`config.mk`:
```
export PLATFORM = sky130hd
export DESIGN_NAME = hazard_track
export DESIGN_NICKNAME = d
export VERILOG_FILES = /design/src/rtl/hazard_track.sv
export SDC_FILE = /design/constraint.sdc
export NUM_CORES = 1
export LEC_CHECK = 0
export BUFFER_PORTS_ARGS = -buffer_cell sky130_fd_sc_hd__buf_2
export CORE_AREA = 2 2 54 56
export DETAILED_ROUTE_END_ITERATION = 10
export DIE_AREA = 0 0 56 58
export PLACE_DENSITY = 0.88
export SYNTH_ARGS = -nofsm -noshare
export SYNTH_HDL_FRONTEND = slang
export SYNTH_SLANG_ARGS = --single-unit
```
`constraint.sdc`:
```
create_clock -name clk -period 4.65 [get_ports clk]
set_clock_uncertainty 0.2 [all_clocks]
set_input_delay 0.2325 -clock clk [delete_from_list [all_inputs] [get_ports clk]]
set_output_delay 0.2325 -clock clk [all_outputs]
set_load 0.1 [all_outputs]
```
`src/rtl/hazard_track.sv`:
```
// -----------------------------------------------------------------------------
// hazard_track
//
// Carries each instruction's register-file write enable and destination from
// ID through EX, MEM and WB. Detects load-use and MDU-busy hazards and produces
// the stall and flush controls used by the fetch/decode logic and the
// forwarding unit.
//
// Parameters
//   ADDR_RFILE  register-file address width
//   MDU_LAT     MDU occupancy in cycles after an accepted start (2..255)
//
// Ports
//   clk, rst                       clock, synchronous active-high reset
//   id_valid                       ID holds a real instruction
//   id_rfile_w, id_mem_read        ID writes the register file / is a load
//   id_wb_addr                     ID destination register
//   id_addr_rs, id_addr_rt         ID source registers
//   id_use_rs, id_use_rt           source actually read
//   id_mdu_start, id_mdu_use       ID starts an MDU op / reads HI/LO
//   branch_taken                   branch resolved taken in EX this cycle
//   stall_ctrl                     combinational stall (holds PC and IF/ID)
//   ex_rfile_w, ex_mem_read,
//   ex_wb_addr                     EX-stage copies
//   rfile_w_t2, wb_addr_t          MEM-stage write enable / destination
//   rfile_w_t3, wb_addr_t2         WB-stage write enable / destination
//   flush_ctrl_t                   branch_taken delayed one cycle
//   stall_ctrl_t2                  stall_ctrl delayed two cycles
//   mdu_busy                       MDU occupancy counter non-zero
// -----------------------------------------------------------------------------
module hazard_track #(
  parameter int ADDR_RFILE = 5,
  parameter int MDU_LAT    = 8
) (
  input  logic                  clk,
  input  logic                  rst,
  input  logic                  id_valid,
  input  logic                  id_rfile_w,
  input  logic                  id_mem_read,
  input  logic [ADDR_RFILE-1:0] id_wb_addr,
  input  logic [ADDR_RFILE-1:0] id_addr_rs,
  input  logic [ADDR_RFILE-1:0] id_addr_rt,
  input  logic                  id_use_rs,
  input  logic                  id_use_rt,
  input  logic                  id_mdu_start,
  input  logic                  id_mdu_use,
  input  logic                  branch_taken,
  output logic                  stall_ctrl,
  output logic                  ex_rfile_w,
  output logic                  ex_mem_read,
  output logic [ADDR_RFILE-1:0] ex_wb_addr,
  output logic                  rfile_w_t2,
  output logic [ADDR_RFILE-1:0] wb_addr_t,
  output logic                  rfile_w_t3,
  output logic [ADDR_RFILE-1:0] wb_addr_t2,
  output logic                  flush_ctrl_t,
  output logic                  stall_ctrl_t2,
  output logic                  mdu_busy
);

  localparam logic [7:0] MDU_LAT_V = 8'(MDU_LAT);

  // EX stage
  logic                  ex_rfile_w_q, ex_rfile_w_d;
  logic                  ex_mem_read_q, ex_mem_read_d;
  logic [ADDR_RFILE-1:0] ex_wb_addr_q, ex_wb_addr_d;
  // MEM stage
  logic                  mem_rfile_w_q, mem_rfile_w_d;
  logic [ADDR_RFILE-1:0] mem_wb_addr_q, mem_wb_addr_d;
  // WB stage
  logic                  wb_rfile_w_q, wb_rfile_w_d;
  logic [ADDR_RFILE-1:0] wb_wb_addr_q, wb_wb_addr_d;
  // MDU occupancy and delayed controls
  logic [7:0]            mdu_cnt_q, mdu_cnt_d;
  logic                  flush_q, flush_d;
  logic                  stall_d1_q, stall_d1_d;
  logic                  stall_t2_q, stall_t2_d;

  logic stall_lu;
  logic stall_mdu;
  logic stall_w;
  logic busy_w;
  logic bubble;
  logic mdu_accept;

  always_comb begin
    busy_w = (mdu_cnt_q != 8'd0);

    // Only a real load in EX with a non-r0 destination can create a
    // load-use hazard; r0 is never forwarded so it never needs to stall.
    stall_lu = id_valid & ex_rfile_w_q & ex_mem_read_q &
               (ex_wb_addr_q != '0) &
               ((id_use_rs & (id_addr_rs == ex_wb_addr_q)) |
                (id_use_rt & (id_addr_rt == ex_wb_addr_q)));

    stall_mdu = id_valid & (id_mdu_use | id_mdu_start) & busy_w;

    // A taken branch flushes ID anyway, so it overrides any stall.
    stall_w = (stall_lu | stall_mdu) & ~branch_taken;

    bubble     = branch_taken | stall_w | ~id_valid;
    mdu_accept = id_valid & id_mdu_start & ~stall_w & ~branch_taken;

    // EX: bubble or the ID instruction (r0 writes pass through unchanged)
    ex_rfile_w_d  = 1'b0;
    ex_mem_read_d = 1'b0;
    ex_wb_addr_d  = '0;
    if (!bubble) begin
      ex_rfile_w_d  = id_rfile_w;
      ex_mem_read_d = id_mem_read;
      ex_wb_addr_d  = id_wb_addr;
    end

    // MEM and WB always advance; stalls never freeze them.
    mem_rfile_w_d = ex_rfile_w_q;
    mem_wb_addr_d = ex_wb_addr_q;
    wb_rfile_w_d  = mem_rfile_w_q;
    wb_wb_addr_d  = mem_wb_addr_q;

    // MDU counter: load on accepted start, else count down to 0 and hold.
    mdu_cnt_d = mdu_cnt_q;
    if (mdu_accept) begin
      mdu_cnt_d = MDU_LAT_V;
    end else if (busy_w) begin
      mdu_cnt_d = mdu_cnt_q - 8'd1;
    end

    flush_d    = branch_taken;
    stall_d1_d = stall_w;
    stall_t2_d = stall_d1_q;
  end

  always_ff @(posedge clk) begin
    if (rst) begin
      ex_rfile_w_q  <= 1'b0;
      ex_mem_read_q <= 1'b0;
      ex_wb_addr_q  <= '0;
      mem_rfile_w_q <= 1'b0;
      mem_wb_addr_q <= '0;
      wb_rfile_w_q  <= 1'b0;
      wb_wb_addr_q  <= '0;
      mdu_cnt_q     <= 8'd0;
      flush_q       <= 1'b0;
      stall_d1_q    <= 1'b0;
      stall_t2_q    <= 1'b0;
    end else begin
      ex_rfile_w_q  <= ex_rfile_w_d;
      ex_mem_read_q <= ex_mem_read_d;
      ex_wb_addr_q  <= ex_wb_addr_d;
      mem_rfile_w_q <= mem_rfile_w_d;
      mem_wb_addr_q <= mem_wb_addr_d;
      wb_rfile_w_q  <= wb_rfile_w_d;
      wb_wb_addr_q  <= wb_wb_addr_d;
      mdu_cnt_q     <= mdu_cnt_d;
      flush_q       <= flush_d;
      stall_d1_q    <= stall_d1_d;
      stall_t2_q    <= stall_t2_d;
    end
  end

  assign stall_ctrl    = stall_w;
  assign ex_rfile_w    = ex_rfile_w_q;
  assign ex_mem_read   = ex_mem_read_q;
  assign ex_wb_addr    = ex_wb_addr_q;
  assign rfile_w_t2    = mem_rfile_w_q;
  assign wb_addr_t     = mem_wb_addr_q;
  assign rfile_w_t3    = wb_rfile_w_q;
  assign wb_addr_t2    = wb_wb_addr_q;
  assign flush_ctrl_t  = flush_q;
  assign stall_ctrl_t2 = stall_t2_q;
  assign mdu_busy      = busy_w;

endmodule

```
# After elaboration in Yosys (flattened, before gate mapping)
# Index checks and enable logic that the tools add are counted.
# op_classes
addsub	1
n_eq_ne	2
muxes	2
n_bitwise	20
n_reduce_logical	5
# ops
op	n
1-bit bitwise AND	12
5-bit equality test	2
4-bit two-way mux	2
8-bit nonzero test	1
8-bit by 1-bit subtractor with 8-bit output (second input constant)	1
1-bit OR	5
5-bit nonzero test	1
2-bit OR reduction	2
1-bit inverter	3
2-bit nonzero test	1
# word_totals
reg_bits	30
input_bits	25
out_inout_bits	23
elab_cells	42

# Longest topological paths before layout
# Gate-level depths: netlist (run 1).
# logic_depth
ltp_word	10
ltp_mapped	8
mapped_depth_nobuf	7

# Worst setup path after synthesis (run 1)
# Ideal clock, no wire load.
# synth_timing
path_type	reg-to-output
start	register mdu_cnt_q[0]
end	output port stall_ctrl
arrival_ns	3.307
t_required_ns	4.218
setup_slack_ns	0.910
path_stages_with_launch	7
n_path_buf	1
cell_sequence	dfxtp_1 -> inv_1 -> ha_1 -> or4b_1 -> buf_2 -> o22ai_4 -> o32ai_1
# synth_between
elab_chain_cells	4
# synth_rtl
item	line	rtl
from (decl)	74	logic [7:0] mdu_cnt_q, mdu_cnt_d;
from (signal assigned)	154	mdu_cnt_q <= mdu_cnt_d;
8-bit nonzero test	87	busy_w = (mdu_cnt_q != 8'd0);
1-bit bitwise AND	96	stall_mdu = id_valid & (id_mdu_use | id_mdu_start) & busy_w;
1-bit OR	99	stall_w = (stall_lu | stall_mdu) & ~branch_taken;
1-bit bitwise AND	99	
to (decl)	48	output logic stall_ctrl,
# Every way passes these cells.

# Worst setup path after layout (run 1)
# layout_timing
start	register ex_wb_addr_q[1] (netlist: ex_wb_addr[1])
end	output port stall_ctrl
# layout_between
elab_chain_cells	6
word_cells_on_any_way	10
classes_between	eq/ne (2); bitwise (7); reduce/logical (1)
# layout_rtl
item	line	rtl
from (decl)	66	logic [ADDR_RFILE-1:0] ex_wb_addr_q, ex_wb_addr_d;
from (signal assigned)	149	ex_wb_addr_q <= ex_wb_addr_d;
5-bit equality test (on tied branches)	93, 94	
1-bit bitwise AND (on tied branches)	93, 94	
1-bit OR	93	((id_use_rs & (id_addr_rs == ex_wb_addr_q)) |
1-bit bitwise AND *	92	(ex_wb_addr_q != '0) &
1-bit OR *	99	
1-bit bitwise AND *	99	
# Every way passes the cells marked *; elsewhere a longest branch is shown, timed or not.

==> results of run 1 <==
[worst min-delay path by stage]
| stage | cells past startpoint | endpoint |
|---|---|---|
| 2_1_floorplan | 2 | ex_wb_addr[1]$_SDFF_PP0_ |
| 5_1_grt | 3 | ex_wb_addr[0]$_SDFF_PP0_ |
| 3_5_place_dp | 1 | stall_ctrl_t2$_SDFF_PP0_ |
| 6_report | 3 | ex_rfile_w$_SDFF_PP0_ |
| 3_3_place_gp | 1 | stall_ctrl_t2$_SDFF_PP0_ |
| 4_1_cts | 3 | ex_wb_addr[0]$_SDFF_PP0_ |
[logic make-up after synthesis]
| logic type | count (synthesis) | synth area share (%) |
|---|---|---|
| multiplexers | 1 | 0.764 |
| adder cells (fa/ha/maj) | 2 | 1.91 |
| AND/OR/NAND/NOR | 55 | 24.1 |
| XOR/XNOR | 13 | 8.69 |
| AO/OA/AOI/OAI | 28 | 14.8 |
| buffers and inverters | 13 | 3.92 |
| flip-flops | 30 | 45.8 |
[metal layers]
layer  global-route usage, %  vias up  part of all wire [%]
met3                    6.70        5                   7.5
li1                        -      614                     -
met2                    36.5       45                    53
met5                       0        -                     0
met4                    7.82        0                   1.7
met1                    22.5      536                    38
[critical path, stage by stage, from the launching register on]
cell      delay (ns)
dfxtp_1         0.43
nor3_1          0.08
a21oi_1         0.72
nand2b_1        0.11
o32ai_1         0.14
buf_2           0.46
[final cells by class]
cell class	instances	area, um2	area share (%)
flip-flops and latches	30	601	34.9
multi-input cells	99	658	38.2
well taps	31	38.8	2.25
repair buffers	57	335	19.5
clock buffers	6	51.3	2.98
clock inverters	2	12.5	0.726
inverters	7	26.3	1.53
[per-stage QoR]
stage / cell area (um2) / worst slack (ns) / util [%] / hold slack, ns / total power [mW]
final: 1720 / 1.94 / 64.7 / 0.0304 / 0.929
after global routing: 1720 / 1.75 / 64.7 / 0.0303 / 1.00
after CTS: 1720 / 1.94 / 64.7 / 0.00205 / 0.931
after detailed placement: 1560 / 2.32 / 58.6 / 0.223 / 0.761
after global placement: 1560 / 2.37 / 58.6 / 0.224 / 0.749
after floorplan: 1310 / 0.910 / - / 0.146 / 0.691
[state kept, by name, summed over array words and instances, names as in the netlist]
register	cells
ex_wb_addr	5
wb_addr_t	5
stall_ctrl_t2	1
ex_mem_read	1
stall_d1_q	1
rfile_w_t3	1
mdu_cnt_q	8
ex_rfile_w	1
rfile_w_t2	1
wb_addr_t2	5
flush_ctrl_t	1
[placed cells by master (no fill, tap or decap), drive strengths merged, types with 3 or more instances in the layout]
cell / n
o22ai: 3
dlygate4sd3: 10
dfxtp: 30
inv: 7
o21ai: 5
nor2b: 14
nand4: 7
nand2: 5
nor2: 10
buf: 47
clkbuf: 6
xnor2: 12
a21oi: 9
nor3: 7
nand3: 3
or4: 3
[power by group]
group / internal [mW] / leakage (nW) / switching (mW)
Sequential: 0.298 / 0.244 / 0.0413
Clock: 0.0726 / 0.0343 / 0.0916
Combinational: 0.144 / 0.475 / 0.281
[what timing repair did]
| action | 4_1_cts | 5_1_grt |
|---|---|---|
| endpoints found under the hold margin | 8 | 0 |
| hold buffers | 10 | 0 |
| gates resized for setup | 0 | 0 |
| setup endpoints to repair | 0 | 0 |
==> results.sh, run 1 <==
export IMPL_drive_above_1_share_pct=29.9
export IMPL_ant_nets=0
export IMPL_ir_worst_vdd_uv=385
export IMPL_viasPerCell=5.17
export IMPL_die_area_mm2=0.00325
export IMPL_area_growth_pct=31.5
export IMPL_postSynthAreaPerCell_um2=9.23
export IMPL_synthArstFlopShare_pct=0
export IMPL_antenna_found_initial=0
export IMPL_clock_latency_ns=0.33
export IMPL_cts_root_buf="clkbuf_4"
export IMPL_report_final_hold_viol_count=0
export IMPL_pin_count=48
export IMPL_synthFlopType="dfxtp_1"
export IMPL_start_kind="register"
export IMPL_fin_crit_ns=2.71
export IMPL_track_usage_pct=20.4
export IMPL_synth_edff_count=0
export IMPL_yosys_area_top_type="dfxtp_1"
export IMPL_grt_max_degree=25
export IMPL_num_vias=1200
export IMPL_ys_seq_area_share_pct=45.8
export IMPL_worst_setup_path_end_kind="output port"
export IMPL_maxCapViolCount=0
export IMPL_status="finished, final reports clean"
export IMPL_first_global_vias=1159
export IMPL_power_leakage_nw=0.754
export IMPL_yosys_area_top_type_share_pct=45.8
export IMPL_arrival_ns=2.27
export IMPL_cts_buffers=5
export IMPL_fill_cells=232
export IMPL_rows=19
export IMPL_cts_tree="done"
export IMPL_yosys_top_cells_area="dfxtp_1 46%, xnor2_1 8.0%, nor2b_1 6.7%"
export IMPL_die_width_um=56
export IMPL_numPortBuffers=47
export IMPL_power_density_mw_per_mm2=539
export IMPL_slew_headroom_pct=40.5
export IMPL_core_area_mm2=0.00266
export IMPL_drcViolationCount=0
export IMPL_grt_first_pass_wirelength_mm=5.06
export IMPL_overflow=0
export IMPL_path_clk_slew_ns=0.10
export IMPL_post_cts_buffers=0
export IMPL_die_h_um=58
export IMPL_setup_tns_ns=0
export IMPL_crit_path_end="stall_ctrl"
export IMPL_drtPass1Iterations=4
export IMPL_worstPathMaxFanout=12
export IMPL_fin_cells=232
export IMPL_critPathKind="reg2out"
export IMPL_fin_crit_sh_pct=58.2
export IMPL_first_iter_violations=19
export IMPL_worst_slew_pin_slew_ns=0.892
export IMPL_yosysWarnings=0
export IMPL_ys_ff_latch=30
export IMPL_n_antenna_cell=0
export IMPL_reg2reg_from="mdu_cnt_q[0]$_SDFFE_PP0P_"
export IMPL_place_hpwl_mm=2.09
export IMPL_hold_class="in2reg"
export IMPL_r2r_end="ex_mem_read$_SDFF_PP0_"
export IMPL_htreeDepth=2
export IMPL_yosysMostFrequentCell="dfxtp_1"
export IMPL_slew_viol_final=0
export IMPL_cp_startpoint="ex_wb_addr[1]$_SDFF_PP0_"
export IMPL_wl_per_cell_um=12.9
export IMPL_numClockSinks=30
export IMPL_ff2ff_setup_slack_ns=2.10
export IMPL_synth_area_mm2=0.00131
export IMPL_setup_violations=0
export IMPL_rsz0062_at_grt="false"
export IMPL_clock_fmax_ghz=0.369
export IMPL_synthCells=142
export IMPL_cp_data_required_time_ns=4.22
export IMPL_rr_worst_depth=7
export IMPL_wirelength_mm=2.98
export IMPL_hp_start="id_valid"
export IMPL_gp_congestion=0.823
export IMPL_final_nets=227
export IMPL_yosys_top_cells_count="30 x dfxtp_1, 14 x nor2b_1, 12 x xnor2_1"
export IMPL_clockBufferDepth=2
export IMPL_start_util_pct=49.2
export IMPL_syn_nets=169
export IMPL_dp_cells=214
export IMPL_ys_types=37
No activity file was read; power rests on OpenSTA's default activity.
==> run 2: changes to the inputs <==
==> config.mk (replaced) <==
export PLATFORM = sky130hd
export DESIGN_NAME = hazard_track
export DESIGN_NICKNAME = d
export VERILOG_FILES = /design/src/rtl/hazard_track.sv
export SDC_FILE = /design/constraint.sdc
export NUM_CORES = 1
export LEC_CHECK = 0
export ABC_AREA = 1
export BUFFER_PORTS_ARGS = -buffer_cell sky130_fd_sc_hd__buf_2
export CORE_AREA = 2 2 57 59
export DETAILED_ROUTE_END_ITERATION = 10
export DIE_AREA = 0 0 59 61
export PLACE_DENSITY = 0.83
export SYNTH_ARGS = -nofsm -noshare
export SYNTH_HDL_FRONTEND = slang
export SYNTH_SLANG_ARGS = --single-unit
==> constraint.sdc (replaced) <==
create_clock -name clk -period 2.6 [get_ports clk]
set_clock_uncertainty 0.2 [all_clocks]
set_input_delay 0.13 -clock clk [delete_from_list [all_inputs] [get_ports clk]]
set_output_delay 0.13 -clock clk [all_outputs]
set_load 0.1 [all_outputs]
==> results.sh, run 2 <==
export IMPL_drive_above_1_share_pct=35.7
export IMPL_clock_fmax_ghz=0.442
export IMPL_n_antenna_cell=0
export IMPL_drtPass1Iterations=4
export IMPL_setup_tns_ns=0
export IMPL_whs_path_depth=5
export IMPL_antenna_found_initial=0
export IMPL_slew_headroom_pct=67.4
export IMPL_drcViolationCount=0
export IMPL_numClockSinks=30
export IMPL_first_iter_violations=29
export IMPL_grt_first_pass_wirelength_mm=4.48
export IMPL_setup_violations=0
export IMPL_cts_resized=0
export IMPL_numPortBuffers=47
export IMPL_gp_congestion=0.815
export IMPL_worst_setup_path_end_kind="output port"
export IMPL_ys_seq_area_share_pct=43.4
export IMPL_postSynthAreaPerCell_um2=7.49
export IMPL_largest_register="mdu_cnt_q"
export IMPL_clockBufferDepth=2
export IMPL_rows=20
export IMPL_hold_class="in2reg"
export IMPL_yosys_top_cells_area="dfxtp_1 43%, nand2_1 10%, inv_1 8.7%"
export IMPL_place_hpwl_mm=1.97
export IMPL_final_nets=275
export IMPL_wl_per_cell_um=9.19
export IMPL_area_growth_pct=33.0
export IMPL_power_density_mw_per_mm2=865
export IMPL_yosysMostFrequentCell="nand2_1"
export IMPL_arrival_ns=1.93
export IMPL_yosys_top_cells_count="38 x nand2_1, 32 x inv_1, 32 x nor2_1"
export IMPL_pin_count=48
export IMPL_fin_crit_sh_pct=87.0
export IMPL_yosys_area_top_type="dfxtp_1"
export IMPL_ir_worst_vdd_uv=402
export IMPL_track_usage_pct=16.7
export IMPL_maxCapViolCount=0
export IMPL_yosys_area_top_type_share_pct=43.4
export IMPL_layout_common_cells="47 x buf_2, 38 x nand2_1, 32 x inv_1, 32 x nor2_1, 30 x dfxtp_1"
export IMPL_layout_commonest_cell="buf_2"
export IMPL_synthCells=185
export IMPL_worst_slew_pin_slew_ns=0.493
export IMPL_cts_root_buf="clkbuf_4"
export IMPL_ys_types=23
export IMPL_htreeDepth=2
export IMPL_die_h_um=61
export IMPL_status="finished, final reports clean"
export IMPL_clock_latency_ns=0.32
export IMPL_fin_crit_ns=2.26
export IMPL_ant_nets=0
export IMPL_rsz0062_at_grt="false"
export IMPL_power_leakage_nw=0.994
export IMPL_pre_cts_ws_ns=0.699
export IMPL_yosysWarnings=0
export IMPL_largest_register_ff_count=8
export IMPL_die_area_mm2=0.00360
export IMPL_critPathKind="reg2out"
export IMPL_place_area_mm2=0.00165
export IMPL_grt_max_degree=18
export IMPL_rr_worst_depth=9
export IMPL_synthFlopType="dfxtp_1"
export IMPL_first_global_vias=1116
export IMPL_fin_cells=282
export IMPL_cts_tree="done"
export IMPL_worstPathMaxFanout=6
export IMPL_layout_setup_ws_ns=0.338
export IMPL_cp_data_required_time_ns=2.27
export IMPL_finalInstanceArea_mm2=0.00184
export IMPL_viasPerCell=4.27
export IMPL_syn_nets=212
export IMPL_die_width_um=59
export IMPL_cts_buffers=5
export IMPL_ys_ff_latch=30
export IMPL_report_final_hold_viol_count=0
export IMPL_synth_edff_count=0
export IMPL_slew_viol_final=0
export IMPL_start_kind="register"
export IMPL_synth_area_mm2=0.00139
export IMPL_synthArstFlopShare_pct=0
export IMPL_path_clk_slew_ns=0.10
export IMPL_dp_cells=263
export IMPL_core_area_mm2=0.00295
export IMPL_num_vias=1204
export IMPL_wirelength_mm=2.59
export IMPL_overflow=0
export IMPL_start_util_pct=46.9
==> run 2: cell types whose count changed after synthesis, moves of 5 or more <==
cell     previous run  this run
a21oi_1             9         2
inv_1               7        32
inv_2               0         8
nand2_1             5        38
nand4_1             7         2
nor2_1             10        32
nor2_2              0        16
nor2b_1            14         0
nor3_1              6         0
xnor2_1            12         2
==> run 2: stage by stage <==
| step | util, % | total power [mW] | hold slack [ns] |
|---|---|---|---|
| 2_1_floorplan | - | 1.13 | 0.0549 |
| 3_3_place_gp | 56.0 | 1.22 | 0.151 |
| 3_5_place_dp | 56.0 | 1.23 | 0.155 |
| 4_1_cts | 62.4 | 1.61 | 0.0252 |
| 5_1_grt | 62.4 | 1.70 | 0.0386 |
| 6_report | 62.4 | 1.59 | 0.0273 |
==> run 2: final timing paths <==
kind | from | end | slack (ns)
worst max-delay path | mdu_cnt_q[0]$_SDFFE_PP0P_ | stall_ctrl | 0.34
worst min register to register | rfile_w_t2$_SDFF_PP0_ | rfile_w_t3$_SDFF_PP0_ | 0.22
worst max register to register | mdu_cnt_q[0]$_SDFFE_PP0P_ | mdu_cnt_q[6]$_SDFFE_PP0P_ | 0.94
worst min-delay path | id_valid | mdu_cnt_q[3]$_SDFFE_PP0P_ | 0.03
==> run 2: cells by family after synthesis <==
family | synth area share, %
adders and majority gates | 1.81
xor gates and xnor gates | 2.53
AOI/OAI and AO/OA | 2.80
buffers and inverters | 12.0
DFF | 43.4
and+or+nand+nor | 37.5
==> run 2: area by class of cell <==
class | count | area [um2]
clock buffer | 5 | 37.5
clock inverter | 3 | 40.0
fill | 259 | 1110
inverter | 41 | 159
multi-input combinational | 112 | 618
sequential | 30 | 601
tap | 33 | 41.3
timing repair buffer | 58 | 345
==> run 2: timing repair <==
item,in CTS,in global routing
hold endpoints to repair,23,0
hold buffers,11,0
buffers inserted,0,0
==> run 2: worst max-delay path: stages (launching register included) <==
cell	delay, ns
dfxtp_1	0.36
inv_1	0.08
ha_1	0.19
nand2_1	0.15
nor2_8	0.08
inv_6	0.09
nand2_8	0.06
nand2_1	0.08
nand2_1	0.06
inv_1	0.05
buf_2	0.41
==> run 2: power by group <==
part	internal (mW)	leakage [nW]	switching, mW
Sequential	0.511	0.244	0.0378
Combinational	0.219	0.705	0.462
Clock	0.199	0.0450	0.163
==> run 2: per-layer routing <==
| metal | vias up | wire length [um] | GRT usage, % |
|---|---|---|---|
| li1 | 666 | - | - |
| met1 | 510 | 1160 | 18.3 |
| met2 | 26 | 1290 | 30.0 |
| met3 | 2 | 119 | 5.12 |
| met4 | 0 | 27 | 6.82 |
| met5 | - | 0 | 0 |
==> run 3: changes to the inputs <==
--- a/config.mk
+++ b/config.mk
@@ -7,10 +7,10 @@
 export LEC_CHECK = 0
 export ABC_AREA = 1
 export BUFFER_PORTS_ARGS = -buffer_cell sky130_fd_sc_hd__buf_2
-export CORE_AREA = 2 2 57 59
+export CORE_AREA = 2 2 62 64
 export DETAILED_ROUTE_END_ITERATION = 10
-export DIE_AREA = 0 0 59 61
-export PLACE_DENSITY = 0.83
+export DIE_AREA = 0 0 64 66
+export PLACE_DENSITY = 0.73
 export SYNTH_ARGS = -nofsm -noshare
 export SYNTH_HDL_FRONTEND = slang
 export SYNTH_SLANG_ARGS = --single-unit
==> results.sh, run 3 (synthesized netlist as in run 2, its figures left out) <==
export IMPL_htreeDepth=2
export IMPL_place_hpwl_mm=2.02
export IMPL_finalPower_mw=1.53
export IMPL_power_density_mw_per_mm2=824
export IMPL_path_cells="inv_1, ha_1, nand2_1, nor2_8, inv_6, nand2_8, nand2_1, nand2_1, inv_1, buf_2"
export IMPL_core_area_mm2=0.00355
export IMPL_ant_nets=0
export IMPL_largest_register="mdu_cnt_q"
export IMPL_pin_count=48
export IMPL_clock_latency_ns=0.32
export IMPL_maxCapViolCount=0
export IMPL_drtPass1Iterations=3
export IMPL_largest_register_ff_count=8
export IMPL_clockBufferDepth=2
export IMPL_cp_data_required_time_ns=2.27
export IMPL_fin_crit_sh_pct=86.1
export IMPL_antenna_found_initial=0
export IMPL_cp_slowest_cell="buf_2"
export IMPL_fin_crit_ns=2.24
export IMPL_rsz0062_at_grt="false"
export IMPL_critPathKind="reg2out"
export IMPL_path_clk_slew_ns=0.10
export IMPL_rows=22
export IMPL_numClockSinks=30
export IMPL_path_buf_inv=4
export IMPL_track_usage_pct=13.6
export IMPL_worst_setup_path_end_kind="output port"
export IMPL_slew_viol_final=0
export IMPL_setup_tns_ns=0
export IMPL_power_leakage_nw=0.990
export IMPL_overflow=0
export IMPL_cts_buffers=5
export IMPL_max_stage_delay_ns=0.41
export IMPL_numPortBuffers=47
export IMPL_setup_violations=0
export IMPL_gp_congestion=0.889
export IMPL_drcViolationCount=0
export IMPL_worstPathMaxFanout=6
export IMPL_grt_max_degree=18
export IMPL_viasPerCell=4.03
export IMPL_hold_class="in2reg"
export IMPL_start_kind="register"
export IMPL_fin_hold_ws_ns=0.0854
export IMPL_slew_headroom_pct=66.6
export IMPL_cts_resized=0
export IMPL_n_antenna_cell=0
export IMPL_critPathTopFamily="buffers and inverters"
export IMPL_cts_hold_buf=12
export IMPL_die_area_mm2=0.00422
export IMPL_cts_tree="done"
export IMPL_num_vias=1200
export IMPL_wl_per_cell_um=8.87
export IMPL_die_width_um=64
export IMPL_final_nets=276
export IMPL_post_cts_buffers=0
export IMPL_cts_root_buf="clkbuf_4"
export IMPL_worst_slew_pin_slew_ns=0.505
export IMPL_wirelength_mm=2.64
export IMPL_first_iter_violations=47
export IMPL_arrival_ns=1.91
export IMPL_first_global_vias=1101
export IMPL_layout_common_cells="47 x buf_2, 38 x nand2_1, 32 x inv_1, 32 x nor2_1, 30 x dfxtp_1"
export IMPL_ir_worst_vdd_uv=293
export IMPL_layout_commonest_cell="buf_2"
export IMPL_area_growth_pct=33.8
export IMPL_status="finished, final reports clean"
export IMPL_report_final_hold_viol_count=0
export IMPL_drive_above_1_share_pct=35.2
export IMPL_start_util_pct=39.0
export IMPL_die_h_um=66
export IMPL_critPathMostFrequentCell="nand2_1"
export IMPL_clock_fmax_ghz=0.447
export IMPL_grt_first_pass_wirelength_mm=4.39
run 3: report_power, final:
group | internal [mW] | switching (mW)
logic | 0.227 | 0.465
registers | 0.511 | 0.0381
clock network | 0.131 | 0.154
total | 0.869 | 0.657
run 3: layout make-up:
cell class	instances	area, um2
clock buffer	7	55.1
clock inverter	1	5.00
fill	347	1700
inverter	41	159
multi-input combinational	112	618
sequential	30	601
tap	48	60.1
timing repair buffer	59	355
run 3: routing by layer:
layer | GRT usage, % | share of wire (%) | vias up
met2 | 24.1 | 47 | 28
met4 | 8.42 | 2.8 | 0
met1 | 14.9 | 46 | 501
li1 | - | - | 665
met3 | 2.56 | 3.9 | 6
met5 | 0 | 0 | -
run 3: stage by stage:
stage,instance area [um2],util (%),std cells,worst slack [ns]
global route,1850,52.2,298,0.189
CTS,1850,52.2,298,0.328
floorplan,1390,-,185,0.0335
finish,1850,52.2,298,0.361
detailed placement,1670,47.1,278,0.701
global placement,1670,47.1,278,0.725
run 3: final timing paths:
path | to | slack [ns] | startpoint | cells past startpoint
setup / recovery | stall_ctrl | 0.36 | mdu_cnt_q[0]$_SDFFE_PP0P_ | 10
hold / removal | ex_mem_read$_SDFF_PP0_ | 0.09 | id_valid | 5
setup reg to reg | mdu_cnt_q[3]$_SDFFE_PP0P_ | 0.50 | mdu_cnt_q[0]$_SDFFE_PP0P_ | 8
hold reg to reg | stall_ctrl_t2$_SDFF_PP0_ | 0.21 | stall_d1_q$_SDFF_PP0_ | 2
run 3: tightest hold or removal path, stage by stage:
cell and delay (ns):
buf_2 0.12, inv_2 0.06, nor2_2 0.06, nand4_4 0.16
nor2_2 0.04
